## config.mk

```make
export PLATFORM = sky130hd
export DESIGN_NAME = bpsk_chip_scheduler
export DESIGN_NICKNAME = d
export VERILOG_FILES = /design/src/rtl/bpsk_pkg.sv /design/src/rtl/bpsk_chip_scheduler_gold.sv /design/src/rtl/bpsk_chip_scheduler.sv
export SDC_FILE = /design/constraint.sdc
export NUM_CORES = 1
export LEC_CHECK = 0
export ABC_AREA = 1
export CAP_MARGIN = 10
export CORE_MARGIN = 2
export CORE_UTILIZATION = 45
export CTS_BUF_LIST = sky130_fd_sc_hd__clkbuf_4 sky130_fd_sc_hd__clkbuf_8
export CTS_CLUSTER_SIZE = 14
export DETAILED_ROUTE_END_ITERATION = 8
export PLACE_DENSITY = 0.69
export SLEW_MARGIN = 20
export SYNTH_ARGS = -nofsm -noshare
export SYNTH_HDL_FRONTEND = slang
export SYNTH_HIERARCHICAL = 1
export SYNTH_SLANG_ARGS = --single-unit
```

## constraint.sdc

```tcl
create_clock -name clk -period 2.4 [get_ports clk]
set_clock_uncertainty 0.15 [all_clocks]
set_input_delay 0.36 -clock clk [delete_from_list [all_inputs] [get_ports clk]]
set_output_delay 0.36 -clock clk [all_outputs]
set_load 0.05 [all_outputs]
```

## src/rtl/bpsk_pkg.sv

```systemverilog
// Shared types and constants for the BPSK chip scheduler and its Gold-code generator.
package bpsk_pkg;
  typedef enum logic [1:0] {
    ST_IDLE     = 2'd0,
    ST_PREAMBLE = 2'd1,
    ST_PAYLOAD  = 2'd2,
    ST_GAP      = 2'd3
  } bpsk_state_t;

  localparam int         GOLD_LEN    = 31;
  localparam logic [4:0] LFSR_A_SEED = 5'b00001;
  localparam logic [4:0] TAPS_A      = 5'b00101;
  localparam logic [4:0] TAPS_B      = 5'b11101;

  // Fibonacci LFSR, shifting right, feedback into the MSB.
  function automatic logic [4:0] lfsr_next(input logic [4:0] s, input logic [4:0] taps);
    return {^(s & taps), s[4:1]};
  endfunction
endpackage

```

## src/rtl/bpsk_chip_scheduler_gold.sv

```systemverilog
// Gold-code generator: two 5-bit LFSRs XORed together, one step per chip.
module gold_gen
  import bpsk_pkg::*;
(
  input  logic       clk,
  input  logic       reset,
  input  logic       load,
  input  logic       step,
  input  logic [4:0] seed_b,
  output logic       code
);
  logic [4:0] a_q, a_d;
  logic [4:0] b_q, b_d;

  always_comb begin
    a_d = a_q;
    b_d = b_q;
    if (load) begin
      a_d = LFSR_A_SEED;
      b_d = seed_b;
    end else if (step) begin
      a_d = lfsr_next(a_q, TAPS_A);
      b_d = lfsr_next(b_q, TAPS_B);
    end
  end

  // Lookahead: code belongs to the state being entered, so a registered
  // consumer shows it in the same cycle the LFSRs hold it.
  assign code = a_d[0] ^ b_d[0];

  always_ff @(posedge clk) begin
    if (reset) begin
      a_q <= LFSR_A_SEED;
      b_q <= 5'b00001;
    end else begin
      a_q <= a_d;
      b_q <= b_d;
    end
  end
endmodule

```

## src/rtl/bpsk_chip_scheduler.sv

```systemverilog
// BPSK burst sequencer: preamble, handshaked payload, guard gap; Gold-spread chips to the DDS.
// Define BPSK_DIFF_EN to differentially encode the transmitted bits.
module bpsk_chip_scheduler
  import bpsk_pkg::*;
#(
  parameter int CHIP_DIV      = 32,
  parameter int PREAMBLE_BITS = 8,
  parameter int PAYLOAD_BITS  = 64,
  parameter int GAP_CYCLES    = 256
) (
  input  logic        clk,
  input  logic        reset,
  input  logic        start,
  input  logic [4:0]  gold_sel,
  input  logic        data_bit,
  input  logic        data_valid,
  output logic        data_ready,
  output logic [10:0] pword,
  output logic        chip_strobe,
  output logic        busy,
  output logic        done,
  output logic        err_underflow
);
  localparam int BIT_MAX = (PREAMBLE_BITS > PAYLOAD_BITS) ? PREAMBLE_BITS : PAYLOAD_BITS;
  localparam int DIV_W   = $clog2(CHIP_DIV);
  localparam int BIT_W   = $clog2(BIT_MAX + 1);
  localparam int GAP_W   = $clog2(GAP_CYCLES + 1);
  localparam logic [DIV_W-1:0] DIV_LAST  = DIV_W'(CHIP_DIV - 1);
  localparam logic [4:0]       CHIP_LAST = 5'(GOLD_LEN - 1);
  localparam logic [BIT_W-1:0] PRE_LAST  = BIT_W'(PREAMBLE_BITS - 1);
  localparam logic [BIT_W-1:0] PAY_LAST  = BIT_W'(PAYLOAD_BITS - 1);
  localparam logic [GAP_W-1:0] GAP_LAST  = GAP_W'(GAP_CYCLES - 1);

  bpsk_state_t      state_q, state_d;
  logic [DIV_W-1:0] div_cnt_q, div_cnt_d;
  logic [4:0]       chip_idx_q, chip_idx_d;
  logic [BIT_W-1:0] bit_cnt_q, bit_cnt_d;
  logic [GAP_W-1:0] gap_cnt_q, gap_cnt_d;
  logic [4:0]       seed_q, seed_d;
  logic             cur_bit_q, cur_bit_d;
  logic [10:0]      pword_q, pword_d;
  logic             strobe_q, strobe_d;
  logic             done_q, done_d;
  logic             err_q, err_d;

  logic       load, step, code, chip_on, at_div_last, boundary, prev_bit;
  logic [4:0] seed_b, fixed_sel;

`ifdef BPSK_DIFF_EN
  assign prev_bit = cur_bit_q;
`else
  assign prev_bit = 1'b0;
`endif

  assign fixed_sel   = (gold_sel == 5'd0) ? 5'b00001 : gold_sel;
  assign at_div_last = (div_cnt_q == DIV_LAST);
  assign boundary    = at_div_last && (chip_idx_q == CHIP_LAST);

  gold_gen u_gold (
    .clk    (clk),
    .reset  (reset),
    .load   (load),
    .step   (step),
    .seed_b (seed_b),
    .code   (code)
  );

  always_comb begin
    state_d    = state_q;
    div_cnt_d  = div_cnt_q;
    chip_idx_d = chip_idx_q;
    bit_cnt_d  = bit_cnt_q;
    gap_cnt_d  = gap_cnt_q;
    seed_d     = seed_q;
    cur_bit_d  = cur_bit_q;
    strobe_d   = 1'b0;
    done_d     = 1'b0;
    err_d      = 1'b0;
    data_ready = 1'b0;
    load       = 1'b0;
    step       = 1'b0;
    chip_on    = 1'b0;
    seed_b     = seed_q;
    case (state_q)
      ST_IDLE: begin
        if (start) begin
          state_d    = ST_PREAMBLE;
          seed_d     = fixed_sel;
          seed_b     = fixed_sel;
          load       = 1'b1;
          div_cnt_d  = '0;
          chip_idx_d = '0;
          bit_cnt_d  = '0;
          cur_bit_d  = 1'b0;
          strobe_d   = 1'b1;
          chip_on    = 1'b1;
        end
      end
      ST_PREAMBLE, ST_PAYLOAD: begin
        chip_on   = 1'b1;
        div_cnt_d = at_div_last ? '0 : div_cnt_q + 1'b1;
        if (at_div_last && !boundary) begin
          chip_idx_d = chip_idx_q + 1'b1;
          step       = 1'b1;
          strobe_d   = 1'b1;
        end else if (boundary) begin
          chip_idx_d = '0;
          if (state_q == ST_PAYLOAD && bit_cnt_q == PAY_LAST) begin
            state_d   = ST_GAP;
            gap_cnt_d = '0;
            bit_cnt_d = '0;
            chip_on   = 1'b0;
          end else if (state_q == ST_PREAMBLE && bit_cnt_q != PRE_LAST) begin
            bit_cnt_d = bit_cnt_q + 1'b1;
            load      = 1'b1;
            strobe_d  = 1'b1;
            cur_bit_d = prev_bit;
          end else begin
            // Next bit comes from upstream: this is the only place a transfer can happen.
            data_ready = 1'b1;
            if (data_valid) begin
              state_d   = ST_PAYLOAD;
              bit_cnt_d = (state_q == ST_PREAMBLE) ? '0 : bit_cnt_q + 1'b1;
              load      = 1'b1;
              strobe_d  = 1'b1;
              cur_bit_d = data_bit ^ prev_bit;
            end else begin
              state_d   = ST_IDLE;
              bit_cnt_d = '0;
              err_d     = 1'b1;
              chip_on   = 1'b0;
            end
          end
        end
      end
      ST_GAP: begin
        if (gap_cnt_q == GAP_LAST) begin
          state_d   = ST_IDLE;
          gap_cnt_d = '0;
          done_d    = 1'b1;
        end else begin
          gap_cnt_d = gap_cnt_q + 1'b1;
        end
      end
      default: state_d = ST_IDLE;
    endcase
    pword_d = chip_on ? {code ^ cur_bit_d, 10'd0} : 11'd0;
  end

  always_ff @(posedge clk) begin
    if (reset) begin
      state_q    <= ST_IDLE;
      div_cnt_q  <= '0;
      chip_idx_q <= '0;
      bit_cnt_q  <= '0;
      gap_cnt_q  <= '0;
      seed_q     <= 5'b00001;
      cur_bit_q  <= 1'b0;
      pword_q    <= 11'd0;
      strobe_q   <= 1'b0;
      done_q     <= 1'b0;
      err_q      <= 1'b0;
    end else begin
      state_q    <= state_d;
      div_cnt_q  <= div_cnt_d;
      chip_idx_q <= chip_idx_d;
      bit_cnt_q  <= bit_cnt_d;
      gap_cnt_q  <= gap_cnt_d;
      seed_q     <= seed_d;
      cur_bit_q  <= cur_bit_d;
      pword_q    <= pword_d;
      strobe_q   <= strobe_d;
      done_q     <= done_d;
      err_q      <= err_d;
    end
  end

  assign pword         = pword_q;
  assign chip_strobe   = strobe_q;
  assign busy          = (state_q != ST_IDLE);
  assign done          = done_q;
  assign err_underflow = err_q;
endmodule
```

==> run metrics, run 1 <==
status finished clean; kind of cell adding the most delay to the critical path simple AND/OR/NAND/NOR gates; Vias/cell between 4 and 5; cell count after synthesis between 400 and 500; fin. max-slew vios 0; Fmax around 430 MHz; hpwl dp between 4 and 5 mm; final worst-path setup slack 0.0508 ns; Yosys warnings 6; drt first-iter violations about 130; global-route usage over all layers about a fifth; Cells after DPL around 510; Avg Cell Area, Syn between 6 and 7 sq um; crit path time final approximately 2.3 ns; CTS Hold Bufs 0; Crit. End Element flip-flop; Seq/Total Area, Yosys around 34%; grt total ovfl 0; Final Hold Fails 0; Area Growth Syn to Fin 21.9%; Die Height around 83 um; Clock transition at path regs approximately 0.090 ns; Hold Crit Depth 2; # H-tree levels 2; Max Fanout on Critical Path 5; Synth top cells by count 105 x nand2_1, 56 x inv_1, 48 x dfxtp_1; Worst Reg-to-Reg Cells 17; Cell Chain, Critical Path ha_4 > nand2_4 > nor2_4 > ha_4 > inv_2 > nor3_2 > nand3_1 > a21oi_2 > buf_6 > nor2_4 > nand2_4 > nand3_2 > xor2_1 > inv_1 > nand3_1 > nand2_1 > nor2_1; Crit path largest cell delay between 0.3 and 0.4 ns; Post-synth EDFFs 0; reg2reg start div_cnt_q[1]; Vias approximately 2600; crit start category flip-flop; RSZ-0062 raised after global routing yes; max_cap viols 0; Hold WC Path Type reg -> reg; IO buf count 15; final core occ between 50% and 60%; TritonRoute pass-1 iters 5; Cell Area, Synth approximately 0.0028 sq mm; wire length per cell approximately 11 um; Synth top area share around 34%; # IOs 26; hold path start gap_cnt_q[8]; Place WS -0.0607 ns; largest net degree at the start of global routing 15; # DRC 0; Initial Util 46.9%; CTS tree yes; Num CTS Buffers 5; top-count cell post-synth nand2_1; hold slack approximately 0.3 ns; Main synth FF type dfxtp_1; final WL ~6 mm; Final setup viols 0; leak pwr 1.51 nW; layout cells sized above 1 19.6%; Post-synth ARST share 0%; chip width ~83 um; number of global-route vias before repair approximately 2400; Worst Path Required ~2.5 ns; Yosys cell types 35; worst-margin pin slew just over 0.5 ns; Seq cells post-synth 48; CP Launch Point div_cnt_q[1]; CP bufs+invs 3; Final period util between 90 and 100%; Post-Layout Cell Count 530; Root Driver clkbuf_8; P per Cell Area ~890 mW/mm^2; initial antenna violation count 0; die area 0.00685 sq mm; row cnt 28; Rel. slew slack between 60% and 70%; number of diodes 0; finished layout cell area between 0.003 and 0.004 sq mm; nets around 480; first-pass GRT wire length roughly 10 mm; CP Class reg -> reg; worst vdd ir about 0.54 mV; GPL Wtd Cong 0.878; Post-DRT Antenna Nets 0; placed standard-cell area approximately 0.0031 sq mm; top cells by area, synth dfxtp_1 34%, nand2_1 14%, inv_1 7.5%; slowest CP cell dfxtp_2; WP data arrival 2.40 ns; core area between 0.005 and 0.006 sq mm; clk sinks 48; area leader, netlist dfxtp_1; critical path depth 17; worst skew pair latency around 0.31 ns; clock buffer depth 2
-- worst paths after layout --
path | slack (ns) | to
max | 0.05 | pword[10]
min | 0.31 | gap_cnt_q[8]
max reg2reg | 0.05 | pword[10]
min reg2reg | 0.31 | gap_cnt_q[8]
-- repair_timing --
| item | CTS | global route |
|---|---|---|
| setup endpoints to repair | 2 | 11 |
| pin swaps | 9 | 4 |
| setup buffers | 9 | 3 |
| cloned | 0 | 0 |
| resized for setup | 10 | 16 |
-- logic make-up (layout without fill, tap and decap cells) --
family                   count (synthesis)  after routing  share of synthesized area, %
AND/OR/NAND/NOR                        224            224                          37.5
flip-flops                              48             48                          34.4
other                                    1             10                         0.134
AO/OA/AOI/OAI                           45             45                          9.28
buffers and inverters                   76            111                          11.8
adder cells (fa/ha/maj)                 11             11                          4.93
XOR/XNOR                                 6              6                          1.88
-- registers in the layout, indices dropped and copies added, names as in the netlist, 2 cells and up --
name        cells
bit_cnt_q       7
chip_idx_q      5
div_cnt_q       5
gap_cnt_q       9
seed_q          5
state_q         2
u_gold/a_q      5
u_gold/b_q      5
-- report_power, final --
part | total [W] | switching [W] | internal [W]
sequential | 0.000976 | 0.0000763 | 0.000900
clock | 0.000643 | 0.000275 | 0.000368
combinational | 0.00142 | 0.000926 | 0.000494
-- through the flow --
stage | power, W | TNS (ns)
floorplan | 0.00202 | 0
global placement | 0.00233 | 0
detailed placement | 0.00235 | -0.0607
CTS | 0.00302 | -0.0161
global route | 0.00329 | -0.189
finish | 0.00304 | 0
-- per-layer routing --
layer | track usage (%) | wire length [um] | up-vias
li1 | - | - | 1353
met4 | 4.92 | 61 | 0
met2 | 33.6 | 2860 | 52
met3 | 3.59 | 233 | 6
met5 | 0 | 0 | -
met1 | 23.8 | 2830 | 1145
-- worst reg2reg max path: cells and delay by family (launching register included) --
family,cells,cell delay [ns]
AOI/OAI and AO/OA,1,0.17
buffers and inverters,3,0.26
DFF,1,0.36
and+or+nand+nor,10,0.86
xor gates and xnor gates,1,0.14
adders and majority gates,2,0.32
-- cell type report --
type | instances | area [sq um]
fill | 603 | 2550
tap | 75 | 93.8
inverter | 61 | 231
timing repair buffer | 42 | 372
clock buffer | 7 | 96.3
multi-input combinational | 296 | 1620
sequential | 48 | 963
clock inverter | 1 | 30.0
-- cells in the final DEF, fill, tap and decap left out, types with 2 or more instances in the layout --
master / n
a21oi_1: 18
inv_2: 5
nand4_1: 8
nor3b_1: 2
nand2_2: 10
or2_2: 4
inv_1: 55
ha_4: 2
buf_6: 3
nand2_1: 100
xor2_1: 5
clkdlybuf4s50_1: 13
nand2_4: 7
nor2_4: 5
buf_4: 25
conb_1: 10
dfxtp_1: 46
clkbuf_8: 7
nor3_2: 3
nor3_1: 6
o21ai_0: 13
nor2_1: 43
o21ai_1: 2
nor2_2: 6
dfxtp_2: 2
ha_1: 9
a211oi_1: 3
nand3_1: 28
(Power assumes the default switching activity.)
==> run 2: changes to the inputs <==
CORE_ASPECT_RATIO = 2   (was unset)
PLACE_DENSITY = 0.66   (was 0.69)
clock period = 2.2 ns   (was 2.4 ns; I/O delays follow)
==> run metrics, run 2 (synthesized netlist as in run 1, its figures left out) <==
status complete, but fails checks; failing checks setup timing; # DRC 0; crit path time final between 2 and 2.5 ns; CP Launch Point div_cnt_q[0]; Sequential Power Share 31.0%; hpwl dp 4.88 mm; hold slack roughly 0.29 ns; GPL Wtd Cong ~0.85; Root Driver clkbuf_8; die area around 0.0069 sq mm; wire length per cell around 12 um; clock buffer depth 2; max reg flops 9; global-route usage over all layers between 10% and 20%; placed standard-cell area 0.00329 sq mm; worst skew pair latency between 0.3 and 0.4 ns; # IOs 26; IO buf count 15; worst-margin pin slew 0.519 ns; Hold Crit Depth 2; Place WS -0.184 ns; finished layout cell area around 0.0035 sq mm; largest net degree at the start of global routing 16; Cell Int Power approximately 0.0019 W; Area Growth Syn to Fin 27.0%; Post-DRT Antenna Nets 0; fin. max-slew vios 0; Max Fanout on Critical Path 5; nets between 400 and 500; Largest Register gap_cnt_q; switching power about 0.0015 W; core area approximately 0.006 sq mm; layout cells sized above 1 24.4%; Final period util 105%; first-pass GRT wire length roughly 10 mm; P per Cell Area a little under 1000 mW/mm^2; CTS tree yes; TritonRoute pass-1 iters 4; WHS Endpoint gap_cnt_q[8]; Combinational Power Share roughly 54%; Final setup viols 1; post-route setup TNS -0.102 ns; Clock transition at path regs 0.09 ns; initial antenna violation count 0; r2r setup slk -0.10 ns; biggest regs gap_cnt_q: 9 flops, bit_cnt_q: 7 flops; Rel. slew slack around 65%; CTS Hold Bufs 0; Final Hold Fails 0; Worst Reg-to-Reg Cells 16; Initial Util 46.5%; final WL between 6 and 7 mm; Crit. End Element flip-flop; WP data arrival 2.36 ns; Die Height roughly 120 um; # H-tree levels 2; most common cell after layout, fill and taps aside nand2_1; grt total ovfl 0; CP Class reg -> reg; end of the worst register-to-register path pword[10]; max_cap viols 0; row cnt 40; worst vdd ir about 0.44 mV; clock share of power between 10% and 20%; Vias/cell roughly 5; number of global-route vias before repair approximately 2500; hold path start gap_cnt_q[8]; Fill cells between 500 and 600; final worst-path setup slack -0.102 ns; Num CTS Buffers 5; Fmax about 430 MHz; chip width roughly 60 um; Sw Ratio 43.4%; crit start category flip-flop; drt first-iter violations around 80; number of diodes 0; RSZ-0062 raised after global routing yes; Hold WC Path Type reg -> reg; clk sinks between 40 and 50; most frequent cells in the layout 98 x nand2_1, 54 x inv_1, 46 x dfxtp_1; Vias 2658; Worst Path Required 2.25 ns; reg2reg start div_cnt_q[0]; leak pwr 1.63 nW
## run 2: layout make-up
class	instances	area, sq um	area share [%]
Inverter	61	231	6.53
Clock inverter	1	5.00	0.141
Tap cell	63	78.8	2.22
Sequential cell	48	963	27.2
Clock buffer	6	76.3	2.15
Multi-Input combinational cell	296	1680	47.3
Timing Repair Buffer	59	512	14.4
## run 2: how the worst max path moves through the flow
stage                end  depth (start not counted)
3_3_place_gp   pword[10]                         17
5_1_grt        pword[10]                         16
3_5_place_dp   pword[10]                         17
2_1_floorplan  pword[10]                         17
6_report       pword[10]                         16
4_1_cts        pword[10]                         17
## run 2: repair_timing
item / in CTS / in global routing
setup buffers: 3 / 5
pin swaps: 11 / 8
gates resized for setup: 19 / 11
hold endpoints to repair: 0 / 0
endpoints found under the setup margin: 13 / 14
## run 2: worst max-delay path: stages (launching register included)
cell and delay [ns]:
dfxtp_2 0.36, ha_4 0.15, nand2_4 0.05, nor2_4 0.10
ha_4 0.15, inv_2 0.04, nor3_4 0.20, nand3_2 0.11
a21oi_2 0.15, buf_6 0.16, nor2_8 0.04, nand2_4 0.05
nand3_2 0.07, xor2_1 0.14, inv_1 0.07, a21oi_1 0.15
nor2_2 0.06
## run 2: through the flow
stage          power (W)  instances  util, %
3_3_place_gp     0.00279        519     54.8
4_1_cts          0.00338        529     57.8
6_report         0.00343        534     59.0
3_5_place_dp     0.00282        519     54.8
2_1_floorplan    0.00223        420        -
5_1_grt          0.00368        534     59.0
## run 2: power by group through the flow
stage	logic, W	clock network [W]	registers, W
final	0.00185	0.000519	0.00106
after global routing	0.00204	0.000569	0.00108
after detailed placement	0.00174	0	0.00108
after global placement	0.00172	0	0.00108
after CTS	0.00178	0.000538	0.00106
after floorplan	0.00112	0	0.00111
## run 2: routing by layer
metal	part of all wire, %	global-route usage [%]	vias up
li1	-	-	1397
met1	40	20.5	1211
met2	54	36.5	36
met3	2.1	2.81	14
met4	3.3	9.04	0
met5	0	0	-
==> run 3: changes to the inputs <==
SETUP_SLACK_MARGIN = 0.1   (was unset)
==> run metrics, run 3 (synthesized netlist as in run 1, its figures left out) <==
P per Cell Area between 900 and 1000 mW/mm^2; grt total ovfl 0; fin. max-slew vios 0; clock buffer depth 2; GPL Wtd Cong about 0.85; Post-DRT Antenna Nets 0; chip width approximately 60 um; Post-Layout Cell Count approximately 540; max_cap viols 0; nets roughly 500; end of the worst register-to-register path pword[10]; placed standard-cell area around 0.0033 sq mm; Die Height ~120 um; worst skew pair latency roughly 0.31 ns; RSZ-0062 raised after global routing yes; most frequent cells in the layout 97 x nand2_1, 54 x inv_1, 45 x dfxtp_1; slowest CP cell dfxtp_2; number of diodes 0; initial antenna violation count 0; biggest regs gap_cnt_q: 9 flops, bit_cnt_q: 7 flops; switching power about 0.0015 W; WP data arrival ~2.4 ns; Cells after DPL just over 500; Crit. End Element flip-flop; Cell Int Power 0.00197 W; CP bufs+invs 3; Sequential Power Share between 30% and 40%; wire length per cell 11.9 um; # IOs 26; Final period util 105%; Final setup viols 1; die area just under 0.007 sq mm; number of global-route vias before repair approximately 2500; Rel. slew slack a little over three fifths; Worst Path Required 2.25 ns; CTS Hold Bufs 0; clk sinks 48; CP Class reg -> reg; IO buf count 15; crit path time final roughly 2.3 ns; Sw Ratio 43.4%; final worst-path setup slack -0.101 ns; hold path start gap_cnt_q[8]; first-pass GRT wire length 10.5 mm; # H-tree levels 2; drt first-iter violations a little under 90; Worst Reg-to-Reg Cells 16; Num CTS Buffers 5; kind of cell adding the most delay to the critical path simple AND/OR/NAND/NOR gates; worst-margin pin slew 0.556 ns; status complete, but fails checks; hpwl dp around 5 mm; Fmax about 430 MHz; Largest Register gap_cnt_q; Final Hold Fails 0; Hold WC Path Type reg -> reg; Clock transition at path regs roughly 0.09 ns; failing checks setup timing; final core occ roughly three fifths; Combinational Power Share about 55%; final WL 6.39 mm; TritonRoute pass-1 iters 4; Cell Chain, Critical Path ha_4 > nand2_4 > nor2_4 > ha_4 > inv_2 > nor3_4 > nand3_2 > a21oi_2 > buf_6 > nor2_8 > nand2_4 > nand3_2 > xor2_1 > inv_1 > a21oi_1 > nor2_2; leak pwr approximately 1.7 nW; core area 0.00601 sq mm; row cnt 40; Vias/cell between 5 and 6; Initial Util 46.5%; clock share of power approximately 15%; Crit path largest cell delay between 0.3 and 0.4 ns; reg2reg start div_cnt_q[0]; WHS Endpoint gap_cnt_q[8]; Max Fanout on Critical Path 5; finished layout cell area around 0.0036 sq mm; Hold Crit Depth 2; most common cell after layout, fill and taps aside nand2_1; crit start category flip-flop; critical path depth 16; worst vdd ir 0.437 mV; layout cells sized above 1 approximately 26%; global-route usage over all layers between 10% and 20%; Root Driver clkbuf_8; Vias 2693; max reg flops 9; r2r setup slk -0.10 ns; largest net degree at the start of global routing 16; # DRC 0; CTS tree yes; Area Growth Syn to Fin 28.7%
run 3: how the worst max path moves through the flow:
stage	slack, ns	startpoint	endpoint
floorplan	-0.1	div_cnt_q[1]	pword[10]
global placement	-0.1	div_cnt_q[1]	pword[10]
detailed placement	-0.18	div_cnt_q[1]	pword[10]
CTS	-0.1	div_cnt_q[0]	pword[10]
global route	-0.26	div_cnt_q[0]	pword[10]
finish	-0.10	div_cnt_q[0]	pword[10]
run 3: power groups by stage:
stage / clock network (W) / registers, W / logic, W
2_1_floorplan: 0 / 0.00111 / 0.00112
4_1_cts: 0.000538 / 0.00106 / 0.00179
6_report: 0.000514 / 0.00106 / 0.00190
3_5_place_dp: 0 / 0.00108 / 0.00174
3_3_place_gp: 0 / 0.00108 / 0.00172
5_1_grt: 0.000571 / 0.00108 / 0.00208
run 3: routing by layer:
layer,wire length (um),GRT usage (%)
met5,0,0
met4,216,9.78
met3,201,2.92
met2,3490,36.4
met1,2480,20.5
run 3: final cells by class:
type	count	area, sq um
fill	557	2410
multi-input combinational	296	1710
sequential	48	965
timing repair buffer	61	527
inverter	61	231
tap	63	78.8
clock buffer	6	76.3
clock inverter	1	5.00
run 3: repair_timing:
action                                  in CTS  in global routing
pin swaps                                   14                  9
setup buffers                                3                  7
endpoints found under the setup margin      16                 20
resized for setup                           22                 18
run 3: tightest hold or removal path: cells and delay by family, from the launching register on:
family / cells / cell delay [ns]
buf+inv: 1 / 0.06
flops: 1 / 0.30
compound gates: 1 / 0.04
run 3: through the flow:
step	worst slack [ns]	total power [W]	hold slack, ns	setup TNS [ns]
3_3_place_gp	-0.0978	0.00279	0.276	-0.178
6_report	-0.101	0.00348	0.291	-0.101
5_1_grt	-0.256	0.00373	0.309	-0.581
3_5_place_dp	-0.184	0.00282	0.282	-0.567
2_1_floorplan	-0.0950	0.00223	0.249	-0.0950
4_1_cts	-0.0995	0.00339	0.293	-0.131
